--- src/rtl/usb4_enc_pkg.sv ---
// Shared constants and helpers for the USB4 Tx lane encoder:
// generation encodings, symbol lengths, sync headers and symbol assembly.
package usb4_enc_pkg;

  localparam int unsigned LANE_W = 8;
  localparam int unsigned SYM_W  = 132;
  localparam int unsigned DATA_W = 128;

  typedef enum logic [1:0] {
    GEN4     = 2'b00,
    GEN3     = 2'b01,
    GEN2     = 2'b10,
    GEN_RSVD = 2'b11
  } gen_e;

  localparam int unsigned SYM_LEN_66  = 8;
  localparam int unsigned SYM_LEN_132 = 16;

  localparam logic [1:0] HDR66_DATA  = 2'b01;
  localparam logic [1:0] HDR66_OS    = 2'b10;
  localparam logic [3:0] HDR132_DATA = 4'b0101;
  localparam logic [3:0] HDR132_OS   = 4'b1010;

  // Index of the last byte of a symbol for the given generation.
  function automatic logic [3:0] last_idx(gen_e gen);
    logic [3:0] idx;
    if (gen == GEN2) idx = 4'(SYM_LEN_66 - 1);
    else             idx = 4'(SYM_LEN_132 - 1);
    return idx;
  endfunction

  // Wrap collected payload bytes (byte k at [8k +: 8]) into the output symbol.
  function automatic logic [SYM_W-1:0] build_symbol(gen_e gen, logic os,
                                                    logic [DATA_W-1:0] data);
    logic [SYM_W-1:0] sym;
    sym = '0;
    case (gen)
      GEN2:    sym[65:0] = {data[63:0], (os ? HDR66_OS : HDR66_DATA)};
      GEN3:    sym       = {data, (os ? HDR132_OS : HDR132_DATA)};
      default: sym       = {4'h0, data};
    endcase
    return sym;
  endfunction

endpackage

--- src/rtl/encoding_block_if.sv ---
// Lane byte input / encoded symbol output bundle of the Tx encoder.
// master = lane-distribution side, slave = encoder.
interface encoding_block_if #(
  parameter int unsigned LANE_W = 8,
  parameter int unsigned SYM_W  = 132
);

  logic              enable_enc;
  logic [1:0]        gen_speed;
  logic              data_os;
  logic [LANE_W-1:0] lane_0_tx;
  logic [LANE_W-1:0] lane_1_tx;
  logic [SYM_W-1:0]  lane_0_tx_enc;
  logic [SYM_W-1:0]  lane_1_tx_enc;
  logic              enc_valid;
  logic              sym_is_os;

  modport master (
    output enable_enc, gen_speed, data_os, lane_0_tx, lane_1_tx,
    input  lane_0_tx_enc, lane_1_tx_enc, enc_valid, sym_is_os
  );

  modport slave (
    input  enable_enc, gen_speed, data_os, lane_0_tx, lane_1_tx,
    output lane_0_tx_enc, lane_1_tx_enc, enc_valid, sym_is_os
  );

endinterface

--- src/rtl/enc_lane_packer.sv ---
// Per-lane byte collector: inserts each accepted byte at its slot and, on
// the last byte of a symbol, registers the header-framed symbol.
module enc_lane_packer
  import usb4_enc_pkg::*;
(
  input  logic              enc_clk,
  input  logic              rst,
  input  logic              accept,
  input  logic              last,
  input  logic [3:0]        byte_cnt,
  input  gen_e              sym_gen,
  input  logic              sym_os,
  input  logic [LANE_W-1:0] lane_byte,
  output logic [SYM_W-1:0]  tx_enc
);

  logic [DATA_W-1:0] ins_q;
  logic [DATA_W-1:0] ins_d;

  // Insert the current byte; byte 0 starts from a clean buffer so leftovers
  // of a discarded or longer previous symbol never leak into this one.
  always_comb begin
    ins_d = (byte_cnt == '0) ? '0 : ins_q;
    ins_d[{byte_cnt, 3'b000} +: LANE_W] = lane_byte;
  end

  // Buffer update and output register; the symbol is formed from ins_d so
  // the final byte lands in the output in the same edge it is accepted.
  always_ff @(posedge enc_clk) begin
    if (rst) begin
      ins_q  <= '0;
      tx_enc <= '0;
    end else if (accept) begin
      ins_q <= ins_d;
      if (last) tx_enc <= build_symbol(sym_gen, sym_os, ins_d);
    end
  end

endmodule

--- src/rtl/encoding_block.sv ---
// USB4 Tx encoder: packs two lock-step lane byte streams into 64b/66b (GEN2),
// 128b/132b (GEN3) or raw 128-bit (GEN4) symbols. Holds the shared byte
// counter, the per-symbol generation/OS latch and the enc_valid strobe.
module encoding_block
  import usb4_enc_pkg::*;
(
  input logic             enc_clk,
  input logic             rst,
  encoding_block_if.slave bus
);

  logic [3:0] byte_cnt;
  gen_e       gen_q;
  logic       os_q;
  logic       enc_valid_q;
  logic       sym_is_os_q;

  logic       sym_start;
  gen_e       sym_gen;
  logic       sym_os;
  logic       accept;
  logic       last;

  // Control for this cycle: at a symbol boundary the live gen/os inputs
  // apply, otherwise the values latched on that symbol's first byte.
  always_comb begin
    sym_start = (byte_cnt == '0);
    sym_gen   = sym_start ? gen_e'(bus.gen_speed) : gen_q;
    sym_os    = sym_start ? bus.data_os : os_q;
    accept    = bus.enable_enc && (sym_gen != GEN_RSVD);
    last      = accept && (byte_cnt == last_idx(sym_gen));
  end

  // Byte counter, per-symbol control latch and completion strobe.
  always_ff @(posedge enc_clk) begin
    if (rst) begin
      byte_cnt    <= '0;
      gen_q       <= GEN4;
      os_q        <= 1'b0;
      enc_valid_q <= 1'b0;
      sym_is_os_q <= 1'b0;
    end else begin
      enc_valid_q <= last;
      if (!accept) begin
        byte_cnt <= '0;
      end else begin
        if (sym_start) begin
          gen_q <= sym_gen;
          os_q  <= sym_os;
        end
        byte_cnt <= last ? '0 : byte_cnt + 4'd1;
        if (last) sym_is_os_q <= sym_os;
      end
    end
  end

  assign bus.enc_valid = enc_valid_q;
  assign bus.sym_is_os = sym_is_os_q;

  enc_lane_packer u_lane0 (
    .enc_clk   (enc_clk),
    .rst       (rst),
    .accept    (accept),
    .last      (last),
    .byte_cnt  (byte_cnt),
    .sym_gen   (sym_gen),
    .sym_os    (sym_os),
    .lane_byte (bus.lane_0_tx),
    .tx_enc    (bus.lane_0_tx_enc)
  );

  enc_lane_packer u_lane1 (
    .enc_clk   (enc_clk),
    .rst       (rst),
    .accept    (accept),
    .last      (last),
    .byte_cnt  (byte_cnt),
    .sym_gen   (sym_gen),
    .sym_os    (sym_os),
    .lane_byte (bus.lane_1_tx),
    .tx_enc    (bus.lane_1_tx_enc)
  );

endmodule

--- src/flat_wrapper.sv ---
// flat-port wrapper written by rule: the top's interface ports become plain ports
module encoding_block_flat import usb4_enc_pkg::*;
  (enc_clk, rst, bus_enable_enc, bus_gen_speed, bus_data_os, bus_lane_0_tx, bus_lane_1_tx, bus_lane_0_tx_enc, bus_lane_1_tx_enc, bus_enc_valid, bus_sym_is_os);
  encoding_block_if bus_i ();
  input logic enc_clk;
  input logic rst;
  input wire logic [$bits(bus_i.enable_enc)-1:0] bus_enable_enc;
  input wire logic [$bits(bus_i.gen_speed)-1:0] bus_gen_speed;
  input wire logic [$bits(bus_i.data_os)-1:0] bus_data_os;
  input wire logic [$bits(bus_i.lane_0_tx)-1:0] bus_lane_0_tx;
  input wire logic [$bits(bus_i.lane_1_tx)-1:0] bus_lane_1_tx;
  output wire logic [$bits(bus_i.lane_0_tx_enc)-1:0] bus_lane_0_tx_enc;
  output wire logic [$bits(bus_i.lane_1_tx_enc)-1:0] bus_lane_1_tx_enc;
  output wire logic [$bits(bus_i.enc_valid)-1:0] bus_enc_valid;
  output wire logic [$bits(bus_i.sym_is_os)-1:0] bus_sym_is_os;
  assign bus_i.enable_enc = bus_enable_enc;
  assign bus_i.gen_speed = bus_gen_speed;
  assign bus_i.data_os = bus_data_os;
  assign bus_i.lane_0_tx = bus_lane_0_tx;
  assign bus_i.lane_1_tx = bus_lane_1_tx;
  assign bus_lane_0_tx_enc = bus_i.lane_0_tx_enc;
  assign bus_lane_1_tx_enc = bus_i.lane_1_tx_enc;
  assign bus_enc_valid = bus_i.enc_valid;
  assign bus_sym_is_os = bus_i.sym_is_os;
  encoding_block u_core (.enc_clk(enc_clk), .rst(rst), .bus(bus_i));
endmodule
--- config.mk ---
export PLATFORM = sky130hd
export DESIGN_NAME = encoding_block_flat
export DESIGN_NICKNAME = d
export VERILOG_FILES = /design/src/rtl/usb4_enc_pkg.sv /design/src/rtl/encoding_block_if.sv /design/src/rtl/enc_lane_packer.sv /design/src/rtl/encoding_block.sv /design/src/flat_wrapper.sv
export SDC_FILE = /design/constraint.sdc
export NUM_CORES = 1
export LEC_CHECK = 0
export CORE_MARGIN = 2
export CORE_UTILIZATION = 45
export CTS_CLUSTER_SIZE = 40
export DETAILED_ROUTE_END_ITERATION = 16
export PLACE_DENSITY = 0.75
export REMOVE_ABC_BUFFERS = 1
export SLEW_MARGIN = 10
export SYNTH_ARGS = -nofsm -noshare
export SYNTH_HDL_FRONTEND = slang
export SYNTH_SLANG_ARGS = --single-unit
--- constraint.sdc ---
create_clock -name enc_clk -period 5.2 [get_ports enc_clk]
set_input_delay 0.78 -clock enc_clk [delete_from_list [all_inputs] [get_ports enc_clk]]
set_output_delay 0.78 -clock enc_clk [all_outputs]
set_load 0.02 [all_outputs]
# After elaboration in Yosys (flattened, before gate mapping)

Index checks and enable logic that the tools add are counted.

Flip-flop bits (word level): 529
Bits in latches: 0
RAM bits: 0
ROM bits: 0
Input bits: 22
Logic and storage cells: 38
Memories: 0

$add $sub $neg: 2
Multiply operators: 0
Div/mod/pow operators: 0
Order comparisons: 0
Equality and inequality tests: 4
Shift-type cells: 3
Muxes and demuxes: 13
Bitwise logic cells: 1
Reductions and logical operators: 6

Operators with widths:

| kind                                                                     | count |
|---|---|
| 66-bit one-hot mux with 2 select lines                                   | 4 |
| 128-bit bitwise mux                                                      | 2 |
| 128-bit 2-to-1 mux                                                       | 2 |
| 8-bit by 9-bit variable part select with 128-bit output                  | 2 |
| 8-bit by 9-bit variable shift with 128-bit output (first input constant) | 1 |
| 7-bit negator with 9-bit output                                          | 1 |
| 4-bit 2-to-1 mux                                                         | 2 |
| 4-bit by 1-bit adder with 4-bit output (second input constant)           | 1 |
| 4-bit == test                                                            | 1 |
| 4-bit logical NOT                                                        | 1 |
| 2-bit 2-to-1 mux                                                         | 2 |
| 2-bit AND reduction                                                      | 2 |
| 3-bit OR reduction                                                       | 1 |
| 2-bit by 1-bit == test with 1-bit output (second input constant)         | 1 |
| 2-bit == test (second input constant)                                    | 1 |
| 1-bit logical AND                                                        | 2 |
| 2-bit != test (second input constant)                                    | 1 |
| 1-bit 2-to-1 mux                                                         | 1 |
| 1-bit NOT                                                                | 1 |

# Logic depth before layout (Yosys ltp)

Word-level depth: 7
Mapped depth: 21

# Modules after synthesis

From an unflattened synthesis, not the netlist that was laid out.

Cells, all modules: 3054
Area, all modules: 25525.7 um2

Modules (own cells, without submodules):

| module                           | instances | cells an instance | area each (um2) |
|---|---|---|---|
| enc_lane_packer (u_core.u_lane0) | 1         | 1514              | 12554.5 |
| enc_lane_packer (u_core.u_lane1) | 1         | 1487              | 12475.7 |
| encoding_block                   | 1         | 53                | 495.5 |

# Worst setup path before layout

No wires, ideal clock.

Path kind: reg-to-reg
Start point: register u_core.byte_cnt[0]
End point: register u_core.u_lane0.tx_enc[23]
Library setup time: 0.124 ns
Data arrival time: 3.810 ns
Path slack: 1.266 ns
Stages on the path, launching flop included: 20
Path buffers: 8
Cell sequence: dfxtp_1 > buf_2 > clkbuf_1 > inv_1 > ha_1 > buf_4 > nor3b_2 > buf_2 > buf_1 > mux2i_1 > inv_1 > ha_1 > clkbuf_1 > inv_2 > nand2_1 > clkbuf_1 > clkbuf_1 > o21ai_0 > a221oi_1 > a21oi_1

Longest elaborated chain between the ends: 7

RTL lines:

| what                          | RTL line                               | RTL |
|---|---|---|
| from (decl)                   | encoding_block.sv:12                   | `logic [3:0] byte_cnt;` |
| from (signal assigned)        | encoding_block.sv:51                   | `byte_cnt <= last ? '0 : byte_cnt + 4'd1;` |
| 4-bit logical NOT *           | encoding_block.sv:27                   | `sym_start = (byte_cnt == '0);` |
| 2-bit 2-to-1 mux *            | encoding_block.sv:28                   | `sym_gen = sym_start ? gen_e'(bus.gen_speed) : gen_q;` |
| net u_core.sym_gen[1]         | encoding_block.sv:19                   | `gen_e sym_gen;` |
| 2-bit == test                 | usb4_enc_pkg.sv:27, usb4_enc_pkg.sv:37 |  |
| 4-bit 2-to-1 mux              | usb4_enc_pkg.sv:27                     | `if (gen == GEN2) idx = 4'(SYM_LEN_66 - 1);` |
| 4-bit == test                 | encoding_block.sv:31                   | `last = accept && (byte_cnt == last_idx(sym_gen));` |
| 1-bit logical AND             | encoding_block.sv:31                   |  |
| 2-bit AND reduction (no line) | --                                     |  |
| to (signal assigned)          | enc_lane_packer.sv:35                  | `if (last) tx_enc <= build_symbol(sym_gen, sym_os, ins_d);` |
| to (decl)                     | enc_lane_packer.sv:14                  | `output logic [SYM_W-1:0] tx_enc` |

The timed path passes the listed nets; every way through them passes the cells marked *.
A chain may end at the register's enable or synchronous reset.

# Worst setup path in the final report

Start point: register u_core.byte_cnt[1]
End point: register u_core.u_lane0.tx_enc[28]

Same word-level chain as after synthesis.

==> results.toml <==
[clocking]
cts.path.max_buffers = 3
hold_buffers = 0
htreeDepth = 2
clk-insertion-delay-late_ns = 0.62
cts-buffers-inserted = 54
clk_pin_slew_worst_paths_ns = 0.07
cts_resized = 0
clock-root-buffer = "clkbuf_16"
clkSinkCount = 529
cts_setup_buffers = 0
cts_tree = "built"

[yosys]
synth_top_cells_by_area = "dfxtp_1 (44%), nor2_1 (6.3%), o21ai_0 (5.0%)"
share_of_yosys_cell_area_claimed_by_the_top_area_cell_type = 0.436
ys_ff_latch = 529
synth_common_cells = "dfxtp_1 (529), nor2_1 (410), clkbuf_1 (245), o21ai_0 (245), nand2_1 (233)"
synthesis.area_um2 = 24300
synth_edf_count = 0
synth.distinct_cells = 77
synth-warning-count = 0
synth_ff_type = "dfxtp_1"
synth_most_common_cell = "dfxtp_1"
asyncSetResetFlopFracSynth = 0
post_synth.cell_area_avg_um2 = 8.24
synth.largest_area_cell = "dfxtp_1"
netlist_instances = 2949
yosysSeqAreaShare = 0.436

[die]
rows = 85
die_y_um = 236
dieArea_um2 = 55900
die_w_um = 236
fp.coreArea_um2 = 53600
num_io_pins = 288
floorplan.initialDensity = 0.453

[grt]
grt_use_met1 = 0.465
grt_first_pass_wirelength_um = 150000
grt_util_met3 = 0.0689
antenna_found_initial = 3
busiest_layer = "met2"
total_global_routing_overflow = 0
grt_start_max_net_pins = 137
grt_pass1_vias = 23700
track_usage = 0.348
groute.layer.met2.usage = 0.519

[sta]
maxSlewViolCount = 0
hold_viol_final = 0
period_minus_slack_ns = 4.62
period_utilization_post_route = 0.889
worst_slew_margin_rel = 0.198
setup_violations = 0
rsz0062_at_grt = "no"
maximum_clock_skew_at_final_layout_ns = 0.0131
fin_ws_ns = 0.578
max_clock_freq_mhz = 216
tightestPinTransition_ns = 1.20

[cells_and_area]
final_design_area_no_fill_um2 = 29500
design.final.nets = 3101
multiInputGateArea_um2 = 12500
drive_gt1_frac = 0.0742
fillCellCount = 4831
final-seq-area_um2 = 10600
areaGrowthSynthToFinish_pct = 21.5

[critical_path]
nature_of_the_critical_path_endpoint = "register"
path_max_fanout = 61
cp.arrival_ns = 5.09
critPathKind = "register to register"
worst-r2r-setup-slack_ns = 0.58
worstReg2RegEnd = "u_core.u_lane0.tx_enc[28]$_SDFFE_PP0P_"
critical_path_required_ns = 5.67
reg2reg_depth = 12
critical_register_to_register_path_startpoint = "u_core.byte_cnt[1]$_SDFF_PP0_"
kind_of_launch_point_of_the_worst_setup_path = "register"

[worst_hold_path]
hold-path-endpoint = "u_core.u_lane0.tx_enc[131]$_SDFFE_PP0P_"
hold_path_cells = 2
hold_path.startpoint = "u_core.u_lane0.tx_enc[131]$_SDFFE_PP0P_"
worstHoldPathType = "register to register"

[placed_design]
dpl_worst_slack_ns = 0.739
post-dp-hpwl_um = 68100
globalplace.congestion = 0.948
place.port_buffers = 287
place_area_um2 = 27700

[run]
cap_violations = 0

[detailed_routing]
routed-via-count = 25800
post_drt_via_cell_ratio = 6.76
post_drt_wl_per_cell_um = 26.7
route.final.wire_length_um = 102000
first_pass_iters = 7
drtIter0Drc = 3873
drcViolationCount = 0
drt.antenna.violating_nets = 0

[power_and_ir_drop]
ir_worst_vdd_mv = 0.276
power-per-cell-area_nw_per_um2 = 319
leakagePower_nw = 10.6

[outcome]
status = "complete, no violations"
-- routing by layer --
metal  vias up  wire [um]
met1     12400      39900
met5         -         13
met4         2       6680
met2      1895      43800
li1      11100          -
met3       393      11500
-- critical path, cell delays in order, from the launching register on --
cell and delay, ns:
dfxtp_1 0.50, inv_1 0.19, ha_1 0.59, nor3b_2 0.31
buf_4 0.21, mux2i_1 0.26, inv_1 0.12, ha_4 0.53
buf_4 0.63, nor2_4 0.28, buf_12 0.26, a222oi_1 0.41
a21oi_1 0.12
-- cell families (layout without fill, tap and decap cells) --
group                      Yosys count  in the layout  share of synthesized area
AOI/OAI and AO/OA                 1085           1085                      0.305
xor gates and xnor gates             3              3                    0.00108
adders and majority gates            7              7                    0.00360
buffers and inverters              325            488                     0.0534
DFF                                529            529                      0.436
muxes                               84             84                     0.0353
other                                0              2                          0
and+or+nand+nor                    916            916                      0.166
-- how the worst max path moves through the flow --
stage                                              from  cells past startpoint  slack [ns]                                 endpoint
after floorplan           u_core.byte_cnt[0]$_SDFF_PP0_                     10      -10.43  u_core.u_lane1.tx_enc[127]$_SDFFE_PP0P_
after detailed placement  u_core.byte_cnt[0]$_SDFF_PP0_                     12        0.74   u_core.u_lane0.tx_enc[28]$_SDFFE_PP0P_
after global placement    u_core.byte_cnt[0]$_SDFF_PP0_                     15        0.88   u_core.u_lane0.tx_enc[26]$_SDFFE_PP0P_
final                     u_core.byte_cnt[1]$_SDFF_PP0_                     12        0.58   u_core.u_lane0.tx_enc[28]$_SDFFE_PP0P_
after global routing      u_core.byte_cnt[0]$_SDFF_PP0_                     13        0.33   u_core.u_lane0.tx_enc[11]$_SDFFE_PP0P_
after CTS                 u_core.byte_cnt[0]$_SDFF_PP0_                     12        0.70   u_core.u_lane0.tx_enc[22]$_SDFFE_PP0P_
-- power breakdown --
group          total, W  leakage, nW  internal (W)  switching [W]
Clock           0.00415        0.927       0.00245        0.00170
Combinational   0.00106         5.34      0.000252       0.000809
Sequential      0.00420         4.29       0.00415      0.0000530
Total           0.00941         10.6       0.00685        0.00256
-- per-stage QoR --
step	hold slack, ns	setup TNS [ns]	instances	total power, W	util
2_1_floorplan	0.425	-3260.20	2644	0.00487	-
3_3_place_gp	0.440	0	3712	0.00527	0.516
3_5_place_dp	0.444	0	3712	0.00529	0.516
4_1_cts	0.451	0	3808	0.00935	0.551
5_1_grt	0.475	0	3808	0.00962	0.551
6_report	0.451	0	3810	0.00941	0.551
-- sequential cells by signal (all words and copies together) (netlist names) --
signal	flops
u_core.u_lane0.tx_enc	132
u_core.u_lane0.ins_q	128
u_core.os_q	1
u_core.byte_cnt	4
u_core.u_lane1.tx_enc	132
u_core.gen_q	2
u_core.bus.sym_is_os	1
u_core.u_lane1.ins_q	128
u_core.bus.enc_valid	1
-- placed cells by master (no fill, tap or decap), types with 10 or more instances in the layout --
master,synthesis,final
dfxtp_1,529,529
nor2_1,410,406
clkdlybuf4s50_1,0,286
o21ai_0,245,245
nand2_1,233,230
a21oi_1,213,212
a22oi_1,124,124
nor3_1,91,91
a211oi_1,87,87
buf_4,5,76
mux2i_1,70,70
o221ai_1,68,68
a22o_1,65,65
clkbuf_16,0,57
nand3_1,54,54
a31oi_1,42,42
o2bb2ai_1,38,38
a32oi_1,37,37
and2_1,33,33
and3_1,28,28
a222oi_1,24,24
a221oi_1,22,22
a221o_1,18,18
inv_1,17,16
o211ai_1,16,16
mux2_2,14,14
a2bb2oi_1,13,13
clkbuf_8,0,13
a21o_1,11,11
and2_0,11,11
clkinv_2,0,11
nand4_1,10,10
-- layout make-up --
type | instances | area share
Antenna cell | 2 | 0.000169
Clock inverter | 18 | 0.00822
Multi-Input combinational cell | 2095 | 0.423
Inverter | 20 | 0.00263
Timing Repair Buffer | 372 | 0.123
Clock buffer | 78 | 0.0550
Tap cell | 696 | 0.0295
Sequential cell | 529 | 0.359
Note: power is estimated with default switching activity, not from simulation.
